$ cat config.mk
export PLATFORM = sky130hd
export DESIGN_NAME = pulse_peak_finder
export DESIGN_NICKNAME = d
export VERILOG_FILES = /design/src/rtl/pulse_peak_finder.sv
export SDC_FILE = /design/constraint.sdc
export NUM_CORES = 1
export LEC_CHECK = 0
export ABC_AREA = 0
export ABC_CLOCK_PERIOD_IN_PS = 9500
export CAP_MARGIN = 20
export CORE_ASPECT_RATIO = 1.5
export CORE_MARGIN = 2
export CORE_UTILIZATION = 40
export CTS_CLUSTER_DIAMETER = 40
export DETAILED_ROUTE_END_ITERATION = 8
export SETUP_SLACK_MARGIN = 0.4
export SYNTH_ARGS = -nofsm -noshare
export SYNTH_HDL_FRONTEND = slang
export SYNTH_SLANG_ARGS = --single-unit
export TNS_END_PERCENT = 20
$ cat constraint.sdc
create_clock -name clk -period 9.5 [get_ports clk]
set_input_delay 0.95 -clock clk [delete_from_list [all_inputs] [get_ports clk]]
set_output_delay 0.95 -clock clk [all_outputs]
set_load 0.05 [all_outputs]
$ cat src/rtl/pulse_peak_finder.sv
// Negative-going pulse peak finder with timestamped FIFO event output.
// Ports: clk/reset (sync, active-high); daq_enable, adc_in[13:0],
//   trig_level, rearm_level, holdoff[15:0], fifo_full in;
//   event_data[63:0]={peak,ts}, event_wr, timestamp[49:0],
//   event_count/drop_count[31:0], state[1:0] out.
module pulse_peak_finder (
  input  logic        clk,
  input  logic        reset,
  input  logic        daq_enable,
  input  logic [13:0] adc_in,
  input  logic [13:0] trig_level,
  input  logic [13:0] rearm_level,
  input  logic [15:0] holdoff,
  input  logic        fifo_full,
  output logic [63:0] event_data,
  output logic        event_wr,
  output logic [49:0] timestamp,
  output logic [31:0] event_count,
  output logic [31:0] drop_count,
  output logic [1:0]  state
);

  typedef enum logic [1:0] {
    IDLE    = 2'd0,
    ARMED   = 2'd1,
    TRACK   = 2'd2,
    HOLDOFF = 2'd3
  } state_e;

  state_e      state_q;
  logic [13:0] adc_q;
  logic [13:0] peak_q;
  logic [49:0] peak_ts_q;
  logic [49:0] ts_q;
  logic [15:0] hold_q;
  logic [63:0] evd_q;
  logic        evwr_q;
  logic [31:0] evcnt_q;
  logic [31:0] drop_q;

  logic [13:0] rearm_eff;
  logic        below_trig;
  logic        above_rearm;
  logic        new_min;
  logic [31:0] evcnt_d;
  logic [31:0] drop_d;
  logic [49:0] ts_d;

  // A rearm level below the trigger would re-arm inside the pulse,
  // so the effective end level is never lower than the trigger.
  always_comb begin
    rearm_eff = (rearm_level > trig_level)
              ? rearm_level : trig_level;
    below_trig  = adc_q < trig_level;
    above_rearm = adc_q > rearm_eff;
    new_min     = adc_q < peak_q;
    evcnt_d = (&evcnt_q) ? evcnt_q : evcnt_q + 32'd1;
    drop_d  = (&drop_q)  ? drop_q  : drop_q  + 32'd1;
    ts_d    = daq_enable ? ts_q + 50'd8 : ts_q;
  end

  always_ff @(posedge clk) begin
    if (reset) begin
      state_q   <= IDLE;
      adc_q     <= '0;
      peak_q    <= '0;
      peak_ts_q <= '0;
      ts_q      <= '0;
      hold_q    <= '0;
      evd_q     <= '0;
      evwr_q    <= 1'b0;
      evcnt_q   <= '0;
      drop_q    <= '0;
    end else begin
      adc_q  <= adc_in;
      ts_q   <= ts_d;
      evwr_q <= 1'b0;
      // Losing the window abandons any pulse in progress.
      if (!daq_enable) begin
        state_q <= IDLE;
      end else begin
        unique case (state_q)
          IDLE: begin
            state_q <= ARMED;
          end
          ARMED: begin
            if (below_trig) begin
              state_q   <= TRACK;
              peak_q    <= adc_q;
              peak_ts_q <= ts_q;
            end
          end
          TRACK: begin
            if (above_rearm) begin
              state_q <= HOLDOFF;
              hold_q  <= holdoff;
              evd_q   <= {peak_q, peak_ts_q};
              if (fifo_full) begin
                drop_q <= drop_d;
              end else begin
                evwr_q  <= 1'b1;
                evcnt_q <= evcnt_d;
              end
            end else if (new_min) begin
              // Strict compare keeps the earliest of equal minima.
              peak_q    <= adc_q;
              peak_ts_q <= ts_q;
            end
          end
          HOLDOFF: begin
            if (hold_q != 16'd0) begin
              hold_q <= hold_q - 16'd1;
            end else if (above_rearm) begin
              state_q <= ARMED;
            end
          end
        endcase
      end
    end
  end

  assign event_data  = evd_q;
  assign event_wr    = evwr_q;
  assign timestamp   = ts_q;
  assign event_count = evcnt_q;
  assign drop_count  = drop_q;
  assign state       = state_q;

endmodule
# ---- Word level (Yosys, flattened, before mapping)
# Index checks and enable logic that the tools add are counted.
dict set report word_totals {
  reg_bits 275
  latch_bits 0
  ram_bits 0
  rom_bits 0
  inputBits 62
  output_inout_bits 181
  elab_cells 66
  memories 0
}
dict set report classes {
  n_addsub 4
  mul 0
  div 0
  magnitude_cmp 4
  n_eq_ne 10
  shifts 0
  mux 18
  n_bitwise 6
  n_reduce_logical 14
}
# op n
set ops {}
lappend ops {{2-to-1 mux 50 bit} 3}
lappend ops {{one-hot mux 50 bit (2 select lines)} 1}
lappend ops {{adder 32 x 1 -> 32 bit, second input constant} 2}
lappend ops {{AND reduction 32 bit} 2}
lappend ops {{2-to-1 mux 14 bit} 4}
lappend ops {{adder 50 x 4 -> 50 bit, second input constant} 1}
lappend ops {{2-to-1 mux 16 bit} 2}
lappend ops {{one-hot mux 16 bit (2 select lines)} 1}
lappend ops {{> comparator 14 bit} 2}
lappend ops {{less-than comparator 14 bit} 2}
lappend ops {{one-hot mux 14 bit (2 select lines)} 1}
lappend ops {{nonzero test 16 bit} 1}
lappend ops {{subtractor 16 x 1 -> 16 bit, second input constant} 1}
lappend ops {{AND reduction 5 bit} 3}
lappend ops {{!= test 2 bit, second input constant} 7}
lappend ops {{2-to-1 mux 2 bit} 4}
lappend ops {{one-hot mux 2 bit (4 select lines)} 1}
lappend ops {{AND reduction 4 bit} 2}
lappend ops {{NOT 1 bit} 6}
lappend ops {{equality test 2 bit, second input constant} 2}
lappend ops {{nonzero test 2 bit} 2}
lappend ops {{OR reduction 4 bit} 1}
lappend ops {{AND reduction 3 bit} 1}
lappend ops {{equality test 2 x 1 -> 1 bit, second input constant} 1}
lappend ops {{other kinds (3)} 3}

# ---- Depth between registers and ports, before layout
# Gate-level depths: netlist of run 1.
dict set report logic_depth {
  depth_word 6
  ltp_mapped 20
  ltp_nobuf 17
}

# ---- Worst setup path after synthesis of run 1
# No wires, ideal clock.
dict set report synth_timing {
  path_kind {input to register}
  start {input trig_level[7]}
  end {register evcnt_q[29] (netlist: event_count[29])}
  setup_ns 0.123
  arrival_ns 4.999
  required_ns 9.377
  path_slack_ns 4.378
  path_stages 17
  path_buffers 2
  path_cell_list {inv_1 > ha_1 > nand4_1 > or2_2 > o311a_1 > a21oi_1 > buf_2 > mux2i_1 > ha_1 > nand4_1 > a21oi_2 > o31ai_1 > a2111o_1 > or3_4 > buf_6 > nor4_2 > mux2_1}
}
dict set report synth_between {
  elab_chain_cells 4
}
# item line
set synth_lines {}
lappend synth_lines {{start: declaration} 11} ;# input logic [13:0] trig_level,
lappend synth_lines {{> comparator 14 bit} 52} ;# rearm_eff = (rearm_level > trig_level)
lappend synth_lines {{2-to-1 mux 14 bit (*)} 53} ;# ? rearm_level : trig_level;
lappend synth_lines {{> comparator 14 bit (*)} 55} ;# above_rearm = adc_q > rearm_eff;
lappend synth_lines {{AND reduction 5 bit (no line) (*)} -}
lappend synth_lines {{end signal: assignment} 102} ;# evcnt_q <= evcnt_d;
lappend synth_lines {{end: declaration} 38} ;# logic [31:0] evcnt_q;
# Every way passes the cells marked *; elsewhere a longest branch is shown, timed or not.
# A chain may end at the register's enable or synchronous reset.

# ---- Worst setup path in the final report of run 1
dict set report layout_timing {
  start {input trig_level[9]}
  end {register peak_ts_q[49]}
}
dict set report layout_between {
  elab_chain_cells 5
}
# item line
set layout_lines {}
lappend layout_lines {{> comparator 14 bit} 52}
lappend layout_lines {{2-to-1 mux 14 bit} 53}
lappend layout_lines {{> comparator 14 bit} 55}
lappend layout_lines {{!= test 2 bit (no line)} -}
lappend layout_lines {{AND reduction 5 bit (no line) (*)} -}
lappend layout_lines {{end signal: assignment} 90} ;# peak_ts_q <= ts_q;
lappend layout_lines {{end signal: assignment} 107} ;# peak_ts_q <= ts_q;
lappend layout_lines {{end: declaration} 33} ;# logic [49:0] peak_ts_q;
# Marked as above.

==> results.py, run 1 <==
metrics = {
    "clocking": {
        "root_buffer": "clkbuf_16",
        "insertion_delay_ns": 0.53,
        "cts_tree": "done",
        "cts_max_path_buffers": 3,
        "numCtsBuffers": 37,
        "cts_setup_buffers": 0,
        "cts.repair.resized": 0,
        "postCtsHoldBufs": 0,
        "cts_num_sinks": 266,
        "cts-htree-levels": 2,
        "clk_pin_slew_ns": 0.06,
    },
    "cells_and_area": {
        "area_growth_pct": 30.44,
        "layout-drive-gt1-share": 0.07183,
        "n_antenna_cell": 0,
        "nets": 1878,
    },
    "route": {
        "wire_per_inst_um": 15.82,
        "ant_nets": 0,
        "routed_wirelength_um": 34690,
        "viasPerCell": 5.310,
        "drc": 0,
        "firstDrtPassIters": 5,
        "vias": 11640,
        "drt_iter0_drc": 507,
    },
    "timing": {
        "fin_worst_skew_ns": 0.02348,
        "worst_slew_pin_slew_ns": 0.9790,
        "finalCritPeriodShare": 0.6795,
        "setup_violations": 0,
        "tns_ns": 0,
        "layout_min_cycle_time_ns": 6.455,
        "fmax_mhz": 154.9,
        "holdWs_ns": 0.4417,
        "hold_viol": 0,
        "rsz0062_at_grt": "false",
        "slew_viol_final": 0,
        "timing.slew.headroom": 0.3473,
    },
    "place": {
        "gp_congestion": 0.8747,
        "dp_hpwl_um": 24120,
        "port_buffers": 236,
    },
    "worst_setup_path": {
        "worstReg2RegStart": "adc_q[4]",
        "crit_type": "in2reg",
        "required_ns": 9.92,
        "worst_r2r_endpoint": "peak_ts_q[49]",
        "worstRegToRegCells": 10,
        "critPathLaunchType": "input port",
        "critPathCaptureType": "register",
        "cp_max_fo": 76,
        "reg2reg_slack_ns": 5.59,
        "arrival_ns": 6.88,
    },
    "floorplan": {
        "die_area_um2": 33720,
        "row_count": 80,
        "initial_utilization": 0.4051,
        "die_x_um": 150.6,
        "core_area_um2": 31830,
        "ios": 243,
        "die_height_um": 223.9,
    },
    "global_route": {
        "gr-total-overflow": 0,
        "antenna_found_initial": 0,
        "grt_max_degree": 125,
        "grt_pass1_wl_um": 56620,
        "grt_pass1_vias": 11210,
        "gr-usage-all-layers": 0.2036,
    },
    "logic_synthesis": {
        "synth_area_leaders": "dfxtp_1 41%, a21oi_1 7.5%, ha_1 6.0%",
        "yosysMostFrequentCell": "dfxtp_1",
        "synth_cell_types": 64,
        "ys_seq_area_frac": 0.4129,
        "yosysTopAreaCell": "dfxtp_1",
        "synthArstFlopShare": 0,
        "ys_top_cells_by_count": "266 x dfxtp_1, 193 x nand2_1, 192 x a21oi_1, 114 x nand3_1, 107 x nor2_1",
        "synthCells": 1558,
        "avgSynthCellArea_um2": 8.277,
        "synth_edf_count": 0,
        "synth_top_area_share": 0.4129,
        "yosysWarningCount": 0,
        "synth_area_um2": 12900,
        "synth_ff_type": "dfxtp_1",
        "ys_seq_elements": 266,
    },
    "power": {
        "p_switching_uw": 679.7,
        "switching_share": 0.2457,
        "p_per_area_nw_per_um2": 164.5,
        "intPower_mw": 2.087,
        "power_frac_comb": 0.077,
        "p_seq_frac": 0.410,
        "p_total_mw": 2.767,
        "leakagePower_nw": 5.951,
        "p_clk_frac": 0.513,
        "ir_drop_mv": 0.1405,
    },
    "min_path": {
        "min_to": "event_data[62]",
        "hold_path_startpoint": "peak_q[12]",
        "whs_path_depth": 2,
        "hp-class": "reg2reg",
    },
    "run_status": {
        "status": "finished, final reports clean",
    },
    "run": {
        "cap_violations": 0,
    },
}
-- cell type report --
class | count | area (µm²)
Inverter | 59 | 221.5
Fill cell | 3027 | 15010
Multi-Input combinational cell | 1138 | 7005
Clock buffer | 43 | 978.4
Clock inverter | 24 | 291.5
Tap cell | 410 | 513.0
Timing Repair Buffer | 252 | 2486
Sequential cell | 266 | 5325
-- power by group through the flow --
| stage | Clock (mW) | Sequential, mW | Combinational [mW] |
|---|---|---|---|
| 6_report | 1.42 | 1.13 | 0.213 |
| 4_1_cts | 1.46 | 1.13 | 0.215 |
| 3_5_place_dp | 0 | 1.16 | 0.214 |
| 5_1_grt | 1.50 | 1.14 | 0.238 |
| 2_1_floorplan | 0 | 1.16 | 0.139 |
| 3_3_place_gp | 0 | 1.16 | 0.210 |
-- layout by cell type, fill, tap and decap left out, types with 5 or more instances in the layout --
cell             count
a211oi_1             8
a21bo_1             26
a21bo_2             19
a21o_1              20
a21oi_1            192
and2_1               5
and3_1              22
and4_1               6
buf_4               16
bufinv_16            5
clkbuf_16           37
clkdlybuf4s50_1    235
clkinv_2             6
conb_1               6
dfxtp_1            266
ha_1                62
inv_1               59
inv_6                5
mux2_2               5
mux2i_1             14
nand2_1            193
nand2b_1            13
nand3_1            113
nand4_1             34
nor2_1             106
nor2b_1             27
nor3_1              20
nor4_1              24
nor4_2               5
o21ai_0             50
o31ai_1              8
o32ai_1              6
or2_2                6
or3_1               24
or4_1               12
xnor2_1             36
xor2_1              32
-- worst max-delay path, stage by stage --
cell and delay [ns]:
clkdlybuf4s50_1 0.54, inv_1 0.09, ha_1 0.30, nand2_1 0.06, or2_2 0.32, o311a_1 0.35, a21oi_1 0.39, buf_4 0.32
mux2i_1 0.26, ha_1 0.28, nand4_1 0.15, a21oi_2 0.06, o31ai_1 0.61, a21oi_1 0.32, a221oi_4 0.35, buf_4 0.43
buf_4 0.67, and2_1 0.27, o21ai_1 0.08
-- registers in the layout (all words and copies together), names as in the netlist --
register / flops
event_data: 61
peak_ts_q: 47
timestamp: 47
drop_count: 32
event_count: 32
hold_q: 16
adc_q: 14
peak_q: 14
state: 2
event_wr: 1
-- metal layers --
layer	vias to the layer above	global-route usage	routed length, µm
li1	5849	-	-
met1	5444	0.2305	13560
met2	266	0.3613	17820
met3	80	0.05214	2100
met4	0	0.08049	1207
met5	-	0	0
-- cell families after synthesis --
kind of cell / count (synthesis) / share of synthesized area
other: 1 / 0.0002908
buffers and inverters: 159 / 0.05006
and+or+nand+nor: 623 / 0.2385
xor gates and xnor gates: 68 / 0.04618
AOI/OAI and AO/OA: 357 / 0.1741
adders and majority gates: 62 / 0.06015
muxes: 22 / 0.01785
DFF: 266 / 0.4129
-- metrics by stage --
step	area, µm²	instances	worst slack, ns	util
2_1_floorplan	12910	1563	4.378	-
3_3_place_gp	15550	2125	2.714	0.4886
3_5_place_dp	15550	2125	2.528	0.4886
4_1_cts	16820	2192	3.082	0.5285
5_1_grt	16820	2192	2.621	0.5285
6_report	16820	2192	3.045	0.5285
-- how the worst max path moves through the flow --
| stage | startpoint | end | slack [ns] | cells past startpoint |
|---|---|---|---|---|
| 2_1_floorplan | trig_level[7] | event_count[29] | 4.38 | 17 |
| 3_3_place_gp | trig_level[9] | peak_ts_q[48] | 2.71 | 19 |
| 3_5_place_dp | trig_level[9] | peak_ts_q[48] | 2.53 | 19 |
| 4_1_cts | trig_level[9] | peak_ts_q[49] | 3.08 | 19 |
| 5_1_grt | trig_level[9] | peak_ts_q[49] | 2.62 | 21 |
| 6_report | trig_level[9] | peak_ts_q[49] | 3.04 | 19 |
Power figures use the tool's default switching activity.
==> run 2: changes to the inputs <==
--- a/config.mk
+++ b/config.mk
@@ -6,7 +6,7 @@
 export NUM_CORES = 1
 export LEC_CHECK = 0
 export ABC_AREA = 0
-export ABC_CLOCK_PERIOD_IN_PS = 9500
+export ABC_CLOCK_PERIOD_IN_PS = 6200
 export CAP_MARGIN = 20
 export CORE_ASPECT_RATIO = 1.5
 export CORE_MARGIN = 2
==> constraint.sdc (replaced) <==
create_clock -name clk -period 6.2 [get_ports clk]
set_input_delay 0.62 -clock clk [delete_from_list [all_inputs] [get_ports clk]]
set_output_delay 0.62 -clock clk [all_outputs]
set_load 0.05 [all_outputs]
==> run 2 against run 1 <==
  * Combinational power is 58% higher
  * Sequential share of layout area about the same
  * Die area stayed put
  * Routed wire length is 0.17% lower
  * Setup slack got worse by 2.0 ns
  * Count of clock-buffer cells in the layout rose by 1
  * Critical endpoint is now peak_ts_q[15]
  * Core utilization grew 0.071 points
  * Global-route usage fell by 0.079 points
  * Highest routed layer unchanged
  * Cell area rose by 0.13%
  * Critical path depth shrank 2
  * Non-clock buffer count increased by 5
  * Cell count did not move
==> results.py, run 2 (synthesis results as in run 1) <==
metrics = {
    "run_status": {
        "status": "finished, final reports clean",
    },
    "power": {
        "ir_drop_mv": 0.1714,
        "leakagePower_nw": 5.941,
        "p_per_area_nw_per_um2": 244.0,
    },
    "global_route": {
        "gr-total-overflow": 0,
        "gr-usage-all-layers": 0.2029,
        "grt_pass1_wl_um": 56100,
        "grt_pass1_vias": 11260,
        "antenna_found_initial": 0,
        "grt_max_degree": 121,
    },
    "timing": {
        "holdWs_ns": 0.4446,
        "finalCritPeriodShare": 0.8360,
        "fin_ws_ns": 1.017,
        "fmax_mhz": 192.9,
        "hold_viol": 0,
        "fin_worst_skew_ns": 0.01788,
        "worst_slew_pin_slew_ns": 0.9704,
        "setup_violations": 0,
        "tns_ns": 0,
        "slew_viol_final": 0,
        "layout_min_cycle_time_ns": 5.183,
        "rsz0062_at_grt": "false",
        "timing.slew.headroom": 0.3530,
    },
    "route": {
        "drt_iter0_drc": 336,
        "drc": 0,
        "wire_per_inst_um": 15.80,
        "viasPerCell": 5.269,
        "routed_wirelength_um": 34630,
        "firstDrtPassIters": 5,
        "ant_nets": 0,
        "vias": 11550,
    },
    "floorplan": {
        "row_count": 80,
        "ios": 243,
        "die_x_um": 150.6,
        "initial_utilization": 0.4051,
        "die_area_um2": 33720,
        "core_area_um2": 31830,
        "die_height_um": 223.9,
    },
    "cells_and_area": {
        "n_antenna_cell": 0,
        "layout-drive-gt1-share": 0.07127,
        "fin_util": 0.5292,
        "largest_register_ffs": 61,
        "nets": 1881,
        "final_common_cell": "dfxtp_1",
        "layout_common_cells": "266 x dfxtp_1, 235 x clkdlybuf4s50_1, 193 x nand2_1",
        "area_growth_pct": 30.61,
    },
    "clocking": {
        "insertion_delay_ns": 0.52,
        "numCtsBuffers": 35,
        "clk_pin_slew_ns": 0.06,
        "postCtsHoldBufs": 0,
        "cts_max_path_buffers": 3,
        "cts_num_sinks": 266,
        "cts_setup_buffers": 0,
        "root_buffer": "clkbuf_16",
        "cts-htree-levels": 2,
        "cts.repair.resized": 0,
        "cts_tree": "done",
    },
    "worst_setup_path": {
        "cp_max_fo": 36,
        "critPathLaunchType": "input port",
        "worstRegToRegCells": 8,
        "reg2reg_slack_ns": 3.00,
        "required_ns": 6.56,
        "arrival_ns": 5.54,
        "worstReg2RegStart": "adc_q[8]",
        "worst_r2r_endpoint": "peak_ts_q[15]",
        "critPathCaptureType": "register",
        "crit_type": "in2reg",
    },
    "place": {
        "preCtsSetupSlack_ns": 0.5292,
        "port_buffers": 236,
        "gp_congestion": 0.8531,
        "dp_hpwl_um": 24470,
    },
    "run": {
        "cap_violations": 0,
    },
    "min_path": {
        "min_to": "event_data[16]",
        "hold_path_startpoint": "peak_ts_q[16]",
        "whs_path_depth": 2,
        "hp-class": "reg2reg",
    },
}
==> run 2: worst max-delay path by stage <==
stage / endpoint / start
final: peak_ts_q[15] / trig_level[9]
after global routing: peak_ts_q[15] / trig_level[9]
after CTS: peak_ts_q[15] / trig_level[9]
after detailed placement: peak_ts_q[14] / trig_level[9]
after global placement: peak_ts_q[16] / trig_level[10]
after floorplan: event_count[29] / trig_level[7]
==> run 2: cell type report <==
| class | instances | area [µm²] |
|---|---|---|
| Fill cell | 3099 | 14990 |
| Multi-Input combinational cell | 1138 | 7005 |
| Sequential cell | 266 | 5325 |
| Timing Repair Buffer | 257 | 2599 |
| Clock buffer | 44 | 982.2 |
| Tap cell | 410 | 513.0 |
| Inverter | 59 | 221.5 |
| Clock inverter | 18 | 197.7 |
==> run 2: worst max-delay path: stages <==
cell and delay, ns:
clkdlybuf4s50_1 0.51, inv_1 0.08, ha_1 0.30, nand2_1 0.07, or2_2 0.32, o311a_1 0.35
a21oi_1 0.19, buf_4 0.23, mux2i_1 0.33, ha_1 0.19, nand4_1 0.20, nor4_2 0.68
a21oi_1 0.23, a221oi_4 0.72, buf_12 0.27, a21bo_2 0.15, a21oi_1 0.06
==> run 2: report_power, final <==
group          leakage, nW  switching (mW)  internal (mW)  total [mW]
registers             2.15          0.0162           1.72        1.74
clock network        0.559           0.780           1.26        2.04
logic                 3.24           0.208          0.127       0.336
==> run 2: metrics by stage <==
step                total power [mW]  instances  area [µm²]
floorplan                      1.991       1563       12910
global placement               2.106       2130       15660
detailed placement             2.112       2130       15660
CTS                            4.164       2192       16840
global route                   4.261       2192       16840
finish                         4.110       2192       16840
==> run 2: per-layer routing <==
layer | wire, µm | share of wire | vias to the layer above | GRT usage
li1 | - | - | 5842 | -
met1 | 13970 | 0.40 | 5399 | 0.2278
met2 | 17880 | 0.52 | 248 | 0.3724
met3 | 1783 | 0.051 | 61 | 0.04399
met4 | 991 | 0.029 | 0 | 0.07055
met5 | 0 | 0 | - | 0
==> run 3: changes to the inputs <==
--- a/config.mk
+++ b/config.mk
@@ -6,7 +6,7 @@
 export NUM_CORES = 1
 export LEC_CHECK = 0
 export ABC_AREA = 0
-export ABC_CLOCK_PERIOD_IN_PS = 6200
+export ABC_CLOCK_PERIOD_IN_PS = 5400
 export CAP_MARGIN = 20
 export CORE_ASPECT_RATIO = 1.5
 export CORE_MARGIN = 2
==> constraint.sdc (replaced) <==
create_clock -name clk -period 5.4 [get_ports clk]
set_input_delay 0.54 -clock clk [delete_from_list [all_inputs] [get_ports clk]]
set_output_delay 0.54 -clock clk [all_outputs]
set_load 0.05 [all_outputs]
==> run 3 against run 2 <==
  * Clock power rose by 19%
  * Clock skew fell by 0.0022 ns
  * Critical endpoint is now drop_count[26]
  * Critical path depth grew 5
  * Cell count grew 0.78%
  * Global-route usage grew 0.29 points
  * Flip-flop and latch count stayed put
  * Count of clock-buffer cells in the layout is 3 higher
  * Register-to-register slack worse by 0.79 ns
  * Highest routed layer unchanged
  * Total power is 18% higher
  * Die area is the same
==> results.py, run 3 (synthesis results as in run 1) <==
metrics = {
    "route": {
        "firstDrtPassIters": 5,
        "drt_iter0_drc": 458,
        "routed_wirelength_um": 35380,
        "drc": 0,
        "vias": 11620,
        "ant_nets": 0,
        "wire_per_inst_um": 16.02,
        "viasPerCell": 5.259,
    },
    "timing": {
        "rsz0062_at_grt": "true",
        "finalCritPeriodShare": 0.8780,
        "slew_viol_final": 0,
        "setup_violations": 0,
        "layout_min_cycle_time_ns": 4.741,
        "worst_slew_pin_slew_ns": 1.120,
        "holdWs_ns": 0.4492,
        "timing.slew.headroom": 0.2534,
        "fmax_mhz": 210.9,
        "fin_worst_skew_ns": 0.01572,
        "hold_viol": 0,
    },
    "power": {
        "leakagePower_nw": 6.085,
        "p_total_mw": 4.831,
        "p_per_area_nw_per_um2": 282.7,
        "ir_drop_mv": 0.2174,
    },
    "run_status": {
        "status": "finished, final reports clean",
    },
    "worst_setup_path": {
        "crit_buf_inv": 6,
        "crit_slowest_cell": "clkdlybuf4s50_1",
        "path_cells": "clkdlybuf4s50_1 > inv_1 > ha_1 > a21oi_1 > o21ai_0 > a21o_1 > a21oi_1 > o21ai_0 > a21oi_2 > buf_4 > mux2_2 > ha_1 > nand2b_1 > a21oi_2 > o31ai_2 > buf_4 > a2111oi_4 > buf_6 > nand4_1 > buf_4 > or4_1 > a21oi_1",
        "required_ns": 5.82,
        "crit_family": "compound AO/OA/AOI/OAI gates",
        "cp_max_fo": 10,
        "slowest_delay_ns": 0.52,
        "critPathCaptureType": "register",
        "arrival_ns": 5.16,
        "crit_type": "in2reg",
        "critPathLaunchType": "input port",
    },
    "clocking": {
        "insertion_delay_ns": 0.52,
        "cts_num_sinks": 266,
        "postCtsHoldBufs": 0,
        "clk_pin_slew_ns": 0.06,
        "cts-htree-levels": 2,
        "numCtsBuffers": 35,
        "cts_tree": "done",
        "cts_max_path_buffers": 3,
        "root_buffer": "clkbuf_16",
    },
    "min_path": {
        "hp-class": "reg2reg",
    },
    "place": {
        "gp_congestion": 0.8513,
        "port_buffers": 236,
        "dpl_cell_area_um2": 15750,
        "dp_hpwl_um": 24810,
        "dp.cells": 2141,
    },
    "cells_and_area": {
        "layout_common_cells": "266 x dfxtp_1, 235 x clkdlybuf4s50_1, 193 x nand2_1",
        "nets": 1897,
        "final_area_um2": 17090,
        "n_antenna_cell": 0,
        "layout-drive-gt1-share": 0.08282,
        "largest_register_ffs": 61,
        "final_common_cell": "dfxtp_1",
        "area_growth_pct": 32.48,
        "fin_cells": 2209,
        "fin_util": 0.5368,
    },
    "floorplan": {
        "core_area_um2": 31830,
        "die_x_um": 150.6,
        "row_count": 80,
        "die_height_um": 223.9,
        "initial_utilization": 0.4051,
        "die_area_um2": 33720,
        "ios": 243,
    },
    "global_route": {
        "antenna_found_initial": 0,
        "gr-usage-all-layers": 0.2058,
        "grt_pass1_wl_um": 56920,
        "grt_max_degree": 168,
        "gr-total-overflow": 0,
        "grt_pass1_vias": 11220,
    },
    "run": {
        "cap_violations": 0,
    },
}
==> run 3: cell types whose count changed in the layout (fill, tap and decap cells not counted), sizes merged <==
cell | before | now
clkbuf | 45 | 49
clkinvlp | 7 | 2
inv | 62 | 64
clkinv | 5 | 6
buf | 21 | 36
==> run 3: path summary, 6_finish.rpt <==
check                       from         endpoint  slack (ns)  cells after the start
setup / recovery   trig_level[9]   drop_count[26]        0.66                     22
hold / removal     peak_ts_q[16]   event_data[16]        0.45                      2
setup reg to reg  event_count[4]  event_count[29]        2.21                      8
hold reg to reg    peak_ts_q[16]   event_data[16]        0.45                      2
==> run 3: layer usage <==
metal	global-route usage	wire length [µm]	vias to the layer above
met5	0	0	-
met4	0.06783	1001	0
met3	0.04725	1895	64
met2	0.3754	18390	233
met1	0.2332	14090	5443
li1	-	-	5877
==> run 3: cell type report <==
| type | instances | area (µm²) |
|---|---|---|
| Multi-Input combinational cell | 1138 | 7043 |
| Fill cell | 2956 | 14750 |
| Sequential cell | 266 | 5325 |
| Tap cell | 410 | 513.0 |
| Timing Repair Buffer | 273 | 2740 |
| Clock buffer | 47 | 1054 |
| Inverter | 59 | 221.5 |
| Clock inverter | 16 | 188.9 |
==> run 3: what timing repair did <==
item	in CTS	in global routing
resized for setup	0	6
buffers inserted	0	4
setup endpoints to repair	0	108
==> run 3: report_power, final <==
part | total (mW) | internal [mW] | leakage [nW] | switching, mW
registers | 2.00 | 1.98 | 2.15 | 0.0185
logic | 0.406 | 0.158 | 3.33 | 0.248
clock network | 2.43 | 1.53 | 0.613 | 0.902
total | 4.83 | 3.66 | 6.08 | 1.17
==> run 3: per-stage QoR <==
step,setup TNS (ns),worst slack (ns)
4_1_cts,0,0.4450
5_1_grt,0,0.3578
6_report,0,0.6589
3_3_place_gp,0,0.06023
2_1_floorplan,0,0.6877
3_5_place_dp,-0.9197,-0.06767
==> run 3: worst register-to-register path, cell delays in order, from the launching register on <==
cell and delay, ns:
dfxtp_1 0.41, nand4_1 0.22, nor3_4 0.40, nand4_1 0.56, o41ai_4 0.51, buf_4 0.33
or3_4 0.27, nor4_2 0.06, mux2_1 0.32
